### src/rtl/pixel_filt_if.sv
// Purpose : bundle of the filter-select inputs and colour-modifier outputs
//           exchanged between the video control logic and pixel_filt.
// Signals : filter_number [2:0]  filter select (0 normal, 1 brightness,
//                                2 siren, 3 convolution, 4-7 unused)
//           audio_pitch   [15:0] unsigned pitch measurement
//           r_mod/g_mod/b_mod [5:0] per-channel coefficient
//           div_flag             1 = divide by mod, 0 = multiply
// Modports: master drives filter/pitch, slave (pixel_filt) drives the mods.
interface pixel_filt_if;
  localparam int unsigned FILT_W  = 3;
  localparam int unsigned PITCH_W = 16;
  localparam int unsigned MOD_W   = 6;

  logic [FILT_W-1:0]  filter_number;
  logic [PITCH_W-1:0] audio_pitch;
  logic [MOD_W-1:0]   r_mod;
  logic [MOD_W-1:0]   g_mod;
  logic [MOD_W-1:0]   b_mod;
  logic               div_flag;

  modport master (
    output filter_number,
    output audio_pitch,
    input  r_mod,
    input  g_mod,
    input  b_mod,
    input  div_flag
  );

  modport slave (
    input  filter_number,
    input  audio_pitch,
    output r_mod,
    output g_mod,
    output b_mod,
    output div_flag
  );
endinterface

### src/rtl/pixel_filt.sv
// Purpose : per-frame colour-modifier generator. From the selected filter
//           and the current audio pitch it produces registered per-channel
//           multiply/divide coefficients for the downstream pixel datapath.
// Ports   : clk    - system clock, all updates on the rising edge
//           rst_n  - synchronous active-low reset (outputs go to identity)
//           pix    - pixel_filt_if.slave: filter_number, audio_pitch in;
//                    r_mod, g_mod, b_mod, div_flag out (1-cycle latency)
module pixel_filt #(
  parameter int unsigned BAND_WIDTH      = 43,
  parameter int unsigned SIREN_THRESHOLD = 128
) (
  input  logic         clk,
  input  logic         rst_n,
  pixel_filt_if.slave  pix
);

  localparam int unsigned FILT_W  = 3;
  localparam int unsigned PITCH_W = 16;
  localparam int unsigned MOD_W   = 6;
  localparam int unsigned BAND_W  = 3;

  localparam logic [FILT_W-1:0] FILT_NORMAL = FILT_W'(0);
  localparam logic [FILT_W-1:0] FILT_BRIGHT = FILT_W'(1);
  localparam logic [FILT_W-1:0] FILT_SIREN  = FILT_W'(2);

  // Band thresholds: floor(pitch / BAND_WIDTH) without a divider.
  localparam logic [PITCH_W-1:0] TH1 = PITCH_W'(BAND_WIDTH * 1);
  localparam logic [PITCH_W-1:0] TH2 = PITCH_W'(BAND_WIDTH * 2);
  localparam logic [PITCH_W-1:0] TH3 = PITCH_W'(BAND_WIDTH * 3);
  localparam logic [PITCH_W-1:0] TH4 = PITCH_W'(BAND_WIDTH * 4);
  localparam logic [PITCH_W-1:0] TH5 = PITCH_W'(BAND_WIDTH * 5);
  localparam logic [PITCH_W-1:0] TH6 = PITCH_W'(BAND_WIDTH * 6);
  localparam logic [PITCH_W-1:0] SIREN_TH = PITCH_W'(SIREN_THRESHOLD);

  localparam logic [MOD_W-1:0] MOD_0 = MOD_W'(0);
  localparam logic [MOD_W-1:0] MOD_1 = MOD_W'(1);
  localparam logic [MOD_W-1:0] MOD_2 = MOD_W'(2);
  localparam logic [MOD_W-1:0] MOD_4 = MOD_W'(4);

  logic [BAND_W-1:0] band_c;
  logic [MOD_W-1:0]  r_mod_d, g_mod_d, b_mod_d;
  logic [MOD_W-1:0]  r_mod_q, g_mod_q, b_mod_q;
  logic              div_d, div_q;
  logic [MOD_W-1:0]  bright_mod_c;
  logic              bright_div_c;

  // Comparator chain; boundary values fall into the upper band, and
  // everything at or above the last threshold saturates at band 6.
  always_comb begin
    band_c = BAND_W'(0);
    if (pix.audio_pitch >= TH1) band_c = BAND_W'(1);
    if (pix.audio_pitch >= TH2) band_c = BAND_W'(2);
    if (pix.audio_pitch >= TH3) band_c = BAND_W'(3);
    if (pix.audio_pitch >= TH4) band_c = BAND_W'(4);
    if (pix.audio_pitch >= TH5) band_c = BAND_W'(5);
    if (pix.audio_pitch >= TH6) band_c = BAND_W'(6);
  end

  // Brightness coefficient per band (shared by all three channels).
  always_comb begin
    bright_mod_c = MOD_1;
    bright_div_c = 1'b0;
    case (band_c)
      BAND_W'(0): begin bright_mod_c = MOD_0; bright_div_c = 1'b0; end
      BAND_W'(1): begin bright_mod_c = MOD_4; bright_div_c = 1'b1; end
      BAND_W'(2): begin bright_mod_c = MOD_2; bright_div_c = 1'b1; end
      BAND_W'(3): begin bright_mod_c = MOD_1; bright_div_c = 1'b0; end
      BAND_W'(4): begin bright_mod_c = MOD_2; bright_div_c = 1'b0; end
      BAND_W'(5): begin bright_mod_c = MOD_4; bright_div_c = 1'b0; end
      default:    begin bright_mod_c = MOD_1; bright_div_c = 1'b0; end
    endcase
  end

  // Next coefficients from the current filter; unknown filters are identity.
  always_comb begin
    r_mod_d = MOD_1;
    g_mod_d = MOD_1;
    b_mod_d = MOD_1;
    div_d   = 1'b0;
    case (pix.filter_number)
      FILT_NORMAL: ;
      FILT_BRIGHT: begin
        r_mod_d = bright_mod_c;
        g_mod_d = bright_mod_c;
        b_mod_d = bright_mod_c;
        div_d   = bright_div_c;
      end
      FILT_SIREN: begin
        g_mod_d = MOD_0;
        if (pix.audio_pitch < SIREN_TH) begin
          r_mod_d = MOD_0;
          b_mod_d = MOD_1;
        end else begin
          r_mod_d = MOD_1;
          b_mod_d = MOD_0;
        end
      end
      default: ;
    endcase
  end

  // Output registers; reset forces identity and wins over any update.
  always_ff @(posedge clk) begin
    if (!rst_n) begin
      r_mod_q <= MOD_1;
      g_mod_q <= MOD_1;
      b_mod_q <= MOD_1;
      div_q   <= 1'b0;
    end else begin
      r_mod_q <= r_mod_d;
      g_mod_q <= g_mod_d;
      b_mod_q <= b_mod_d;
      div_q   <= div_d;
    end
  end

  assign pix.r_mod    = r_mod_q;
  assign pix.g_mod    = g_mod_q;
  assign pix.b_mod    = b_mod_q;
  assign pix.div_flag = div_q;

endmodule

### src/flat_wrapper.sv
// flat-port wrapper written by rule: the top's interface ports become plain ports
module pixel_filt_flat 
#(
  parameter int unsigned BAND_WIDTH      = 43,
  parameter int unsigned SIREN_THRESHOLD = 128
)
  (clk, rst_n, pix_filter_number, pix_audio_pitch, pix_r_mod, pix_g_mod, pix_b_mod, pix_div_flag);
  pixel_filt_if pix_i ();
  input  logic clk;
  input  logic rst_n;
  input wire logic [$bits(pix_i.filter_number)-1:0] pix_filter_number;
  input wire logic [$bits(pix_i.audio_pitch)-1:0] pix_audio_pitch;
  output wire logic [$bits(pix_i.r_mod)-1:0] pix_r_mod;
  output wire logic [$bits(pix_i.g_mod)-1:0] pix_g_mod;
  output wire logic [$bits(pix_i.b_mod)-1:0] pix_b_mod;
  output wire logic [$bits(pix_i.div_flag)-1:0] pix_div_flag;
  assign pix_i.filter_number = pix_filter_number;
  assign pix_i.audio_pitch = pix_audio_pitch;
  assign pix_r_mod = pix_i.r_mod;
  assign pix_g_mod = pix_i.g_mod;
  assign pix_b_mod = pix_i.b_mod;
  assign pix_div_flag = pix_i.div_flag;
  pixel_filt #(.BAND_WIDTH(BAND_WIDTH), .SIREN_THRESHOLD(SIREN_THRESHOLD)) u_core (.clk(clk), .rst_n(rst_n), .pix(pix_i));
endmodule
### config.mk
export PLATFORM = sky130hd
export DESIGN_NAME = pixel_filt_flat
export DESIGN_NICKNAME = d
export VERILOG_FILES = /design/src/rtl/pixel_filt_if.sv /design/src/rtl/pixel_filt.sv /design/src/flat_wrapper.sv
export SDC_FILE = /design/constraint.sdc
export NUM_CORES = 1
export LEC_CHECK = 0
export CAP_MARGIN = 20
export CORE_ASPECT_RATIO = 1.1
export CORE_MARGIN = 4
export CORE_UTILIZATION = 35
export CTS_CLUSTER_DIAMETER = 80
export DETAILED_ROUTE_END_ITERATION = 10
export PLACE_DENSITY = 0.87
export SYNTH_ARGS = -nofsm -noshare
export SYNTH_HDL_FRONTEND = slang
export SYNTH_SLANG_ARGS = --single-unit
### constraint.sdc
create_clock -name clk -period 5.6 [get_ports clk]
set_clock_uncertainty 0.1 [all_clocks]
set_input_delay 1.12 -clock clk [delete_from_list [all_inputs] [get_ports clk]]
set_output_delay 1.12 -clock clk [all_outputs]
set_load 0.01 [all_outputs]
==> impl_metrics.ini <==
[run_status]
outcome = finished clean

[sta]
timing.setup.tns_ns = 0
max_clock_freq_ghz = 0.333
finalSetupViolCount = 0
unrepaired_setup_endpoints_after_global_routing = no
finalCritPeriodShare_pct = 53.6
finalWorstPathRequiredPeriod_ns = 3.00
slew_viol_final = 0
timing.hold.ws_ns = 1.39
report.final.hold_viol_count = 0

[cts]
clock_buffer_count_from_cts = 3
clock_path_buffers = 2
postCtsSetupBuffers = 0
ctsResizeCount = 0
ctsHtreeMaxLevel = 1
cts.sinks = 6
clk_pin_slew_worst_paths_ns = 0.05
cts_hold_repair.buffers = 0
clk_root_buffer_cell = clkbuf_4
tritoncts = built

[die]
die_x_um = 45.3
chip_height_um = 49.0
placement_rows = 14
coreArea_mm2 = 0.00140
dieArea_mm2 = 0.00222
ports_placed_on_the_boundary = 40
initial_core_utilization_pct = 38.1

[cells_and_area]
design.final.nets = 114
mostFrequentLayoutCells = clkdlybuf4s50_1 (30), conb_1 (9), nor2_1 (6), dfxtp_1 (6)
synthToLayoutAreaGrowth_pct = 51.5
n_fill_cell = 137
layout.cells.most_common = clkdlybuf4s50_1
diodes = 0
drive_gt1_share_pct = 11.0

[critical_path]
setup.worst_path.start = pix_audio_pitch[5]
critical_path_slowest_stage_cell = or4_4
worst_setup_path_start_kind = primary input
worstSetupPathDepth = 6
endpoint_kind = register
critical-path-top-delay-family = compound AO/OA/AOI/OAI gates
cp_cell_sequence = clkdlybuf4s50_1 -> or4_4 -> o41ai_2 -> o2111ai_1 -> a21oi_1 -> o21ai_1
worst-path-max-fanout = 7
timing.critical_path.required_ns = 5.62
critPathCapture = u_core.pix.r_mod[0]
worst_path_class_setup = primary input to register
max_stage_delay_ns = 0.57
critPathBufInv = 1
worstPathArrival_ns = 3.03

[synthesis]
synthesis.area_per_instance_um2 = 8.48
synth.yosys.seq_area_share_pct = 22.5
post_synth_instance_area_um2 = 534
yosys.area.top_type_share_pct = 22.5
synthCells = 63
synth.lib_cells_used.distinct = 30
synth_seq_cells = 6
yosysTopAreaCell = dfxtp_1
yosys_warnings = 0
synth.area.top_cells = dfxtp_1 (22%), buf_4 (18%), nor2_1 (4.2%), or4_1 (4.2%), nand2b_1 (3.5%)

[place]
gp_routability_congestion = 0.844
io_buffers = 30
detailedPlacementHpwl_um = 1110

[global_routing]
overall_routing_resource_usage_pct = 11.8
grt_max_degree = 8
total_grt_overflow = 0
via_count_of_the_first_global_routing_pass = 518
antenna_found_initial = 0
grt_first_pass_wirelength_um = 2030

[drt]
detail-route-antenna-nets = 0
drtPass1Iterations = 4
post_drt_via_cell_ratio = 5.22
detail_route.wl_per_cell_um = 12.3
drtIter0Drc = 11
wirelength_um = 1310
route.detailed.drc = 0
routed-via-count = 559

[pwr]
worst_vdd_rail_ir_drop_mv = 0.0538
cellLeakagePower_nw = 0.294
power_density_mw_per_mm2 = 142

[hold_path]
hold_crit_class = primary input to register

[run]
max_capacitance_violation_total = 0
power breakdown:
part / switching (mW) / total [mW] / internal [mW] / leakage (nW)
logic: 0.0144 / 0.0322 / 0.0178 / 0.231
clock network: 0.0151 / 0.0393 / 0.0242 / 0.0138
registers: 0.000144 / 0.0436 / 0.0434 / 0.0487
total: 0.0297 / 0.115 / 0.0854 / 0.294
sequential cells by signal, summed over array words and instances (netlist names):
signal / flops
u_core.pix.b_mod: 2
u_core.pix.r_mod: 1
u_core.pix.g_mod: 2
u_core.pix.div_flag: 1
through the flow:
stage / power, mW / instances / util, % / instance area, µm² / worst slack, ns
floorplan: 0.0601 / 71 / - / 564 / 2.97
global placement: 0.0754 / 104 / 56.2 / 787 / 2.42
detailed placement: 0.0760 / 104 / 56.2 / 787 / 2.37
CTS: 0.115 / 107 / 57.8 / 810 / 2.60
global route: 0.122 / 107 / 57.8 / 810 / 2.46
finish: 0.115 / 107 / 57.8 / 810 / 2.60
synth_stat cells:
master and number:
a211oi_1 2, a21o_1 1, a21oi_1 3, a221oi_2 1, a31o_1 1, a31oi_1 1, and2_1 1, and3_1 1
buf_4 13, conb_1 1, dfxtp_1 6, inv_1 1, nand2_1 3, nand2b_1 3, nand2b_4 1, nand4_2 1
nor2_1 6, nor3_2 1, nor3b_1 2, o2111ai_1 1, o211ai_1 2, o21ai_1 1, o221ai_1 1, o31ai_2 1
o41ai_2 1, or2b_1 1, or3_1 1, or4_1 3, or4_4 1, or4bb_1 1
cells by family after synthesis:
group,synth area share [%]
AOI/OAI and AO/OA,25.1
buffers and inverters,19.0
DFF,22.5
other,0.702
and+or+nand+nor,32.8
metal layers:
layer | wire length, µm | share of wire [%] | vias up | GRT usage, %
li1 | - | - | 273 | -
met1 | 504 | 38 | 250 | 11.6
met2 | 640 | 49 | 34 | 22.4
met3 | 154 | 12 | 2 | 3.69
met4 | 12 | 0.92 | 0 | 2.93
met5 | 0 | 0 | - | 0
area by class of cell:
class                           count  area, µm²  area share, %
Clock buffer                        3       22.5           2.78
Inverter                            1       3.75          0.464
Multi-Input combinational cell     51        343           42.3
Sequential cell                     6        120           14.8
Tap cell                           16       20.0           2.47
Timing Repair Buffer               30        300           37.1
worst min path at each step:
stage          slack, ns          startpoint                   to  cells after the start
2_1_floorplan       1.10  pix_audio_pitch[7]  u_core.pix.div_flag                      1
3_3_place_gp        1.64               rst_n  u_core.pix.b_mod[0]                      2
3_5_place_dp        1.63               rst_n  u_core.pix.b_mod[0]                      2
4_1_cts             1.39               rst_n  u_core.pix.b_mod[0]                      2
5_1_grt             1.44               rst_n  u_core.pix.b_mod[0]                      2
6_report            1.39               rst_n  u_core.pix.b_mod[0]                      2
Power figures use the tool's default switching activity.
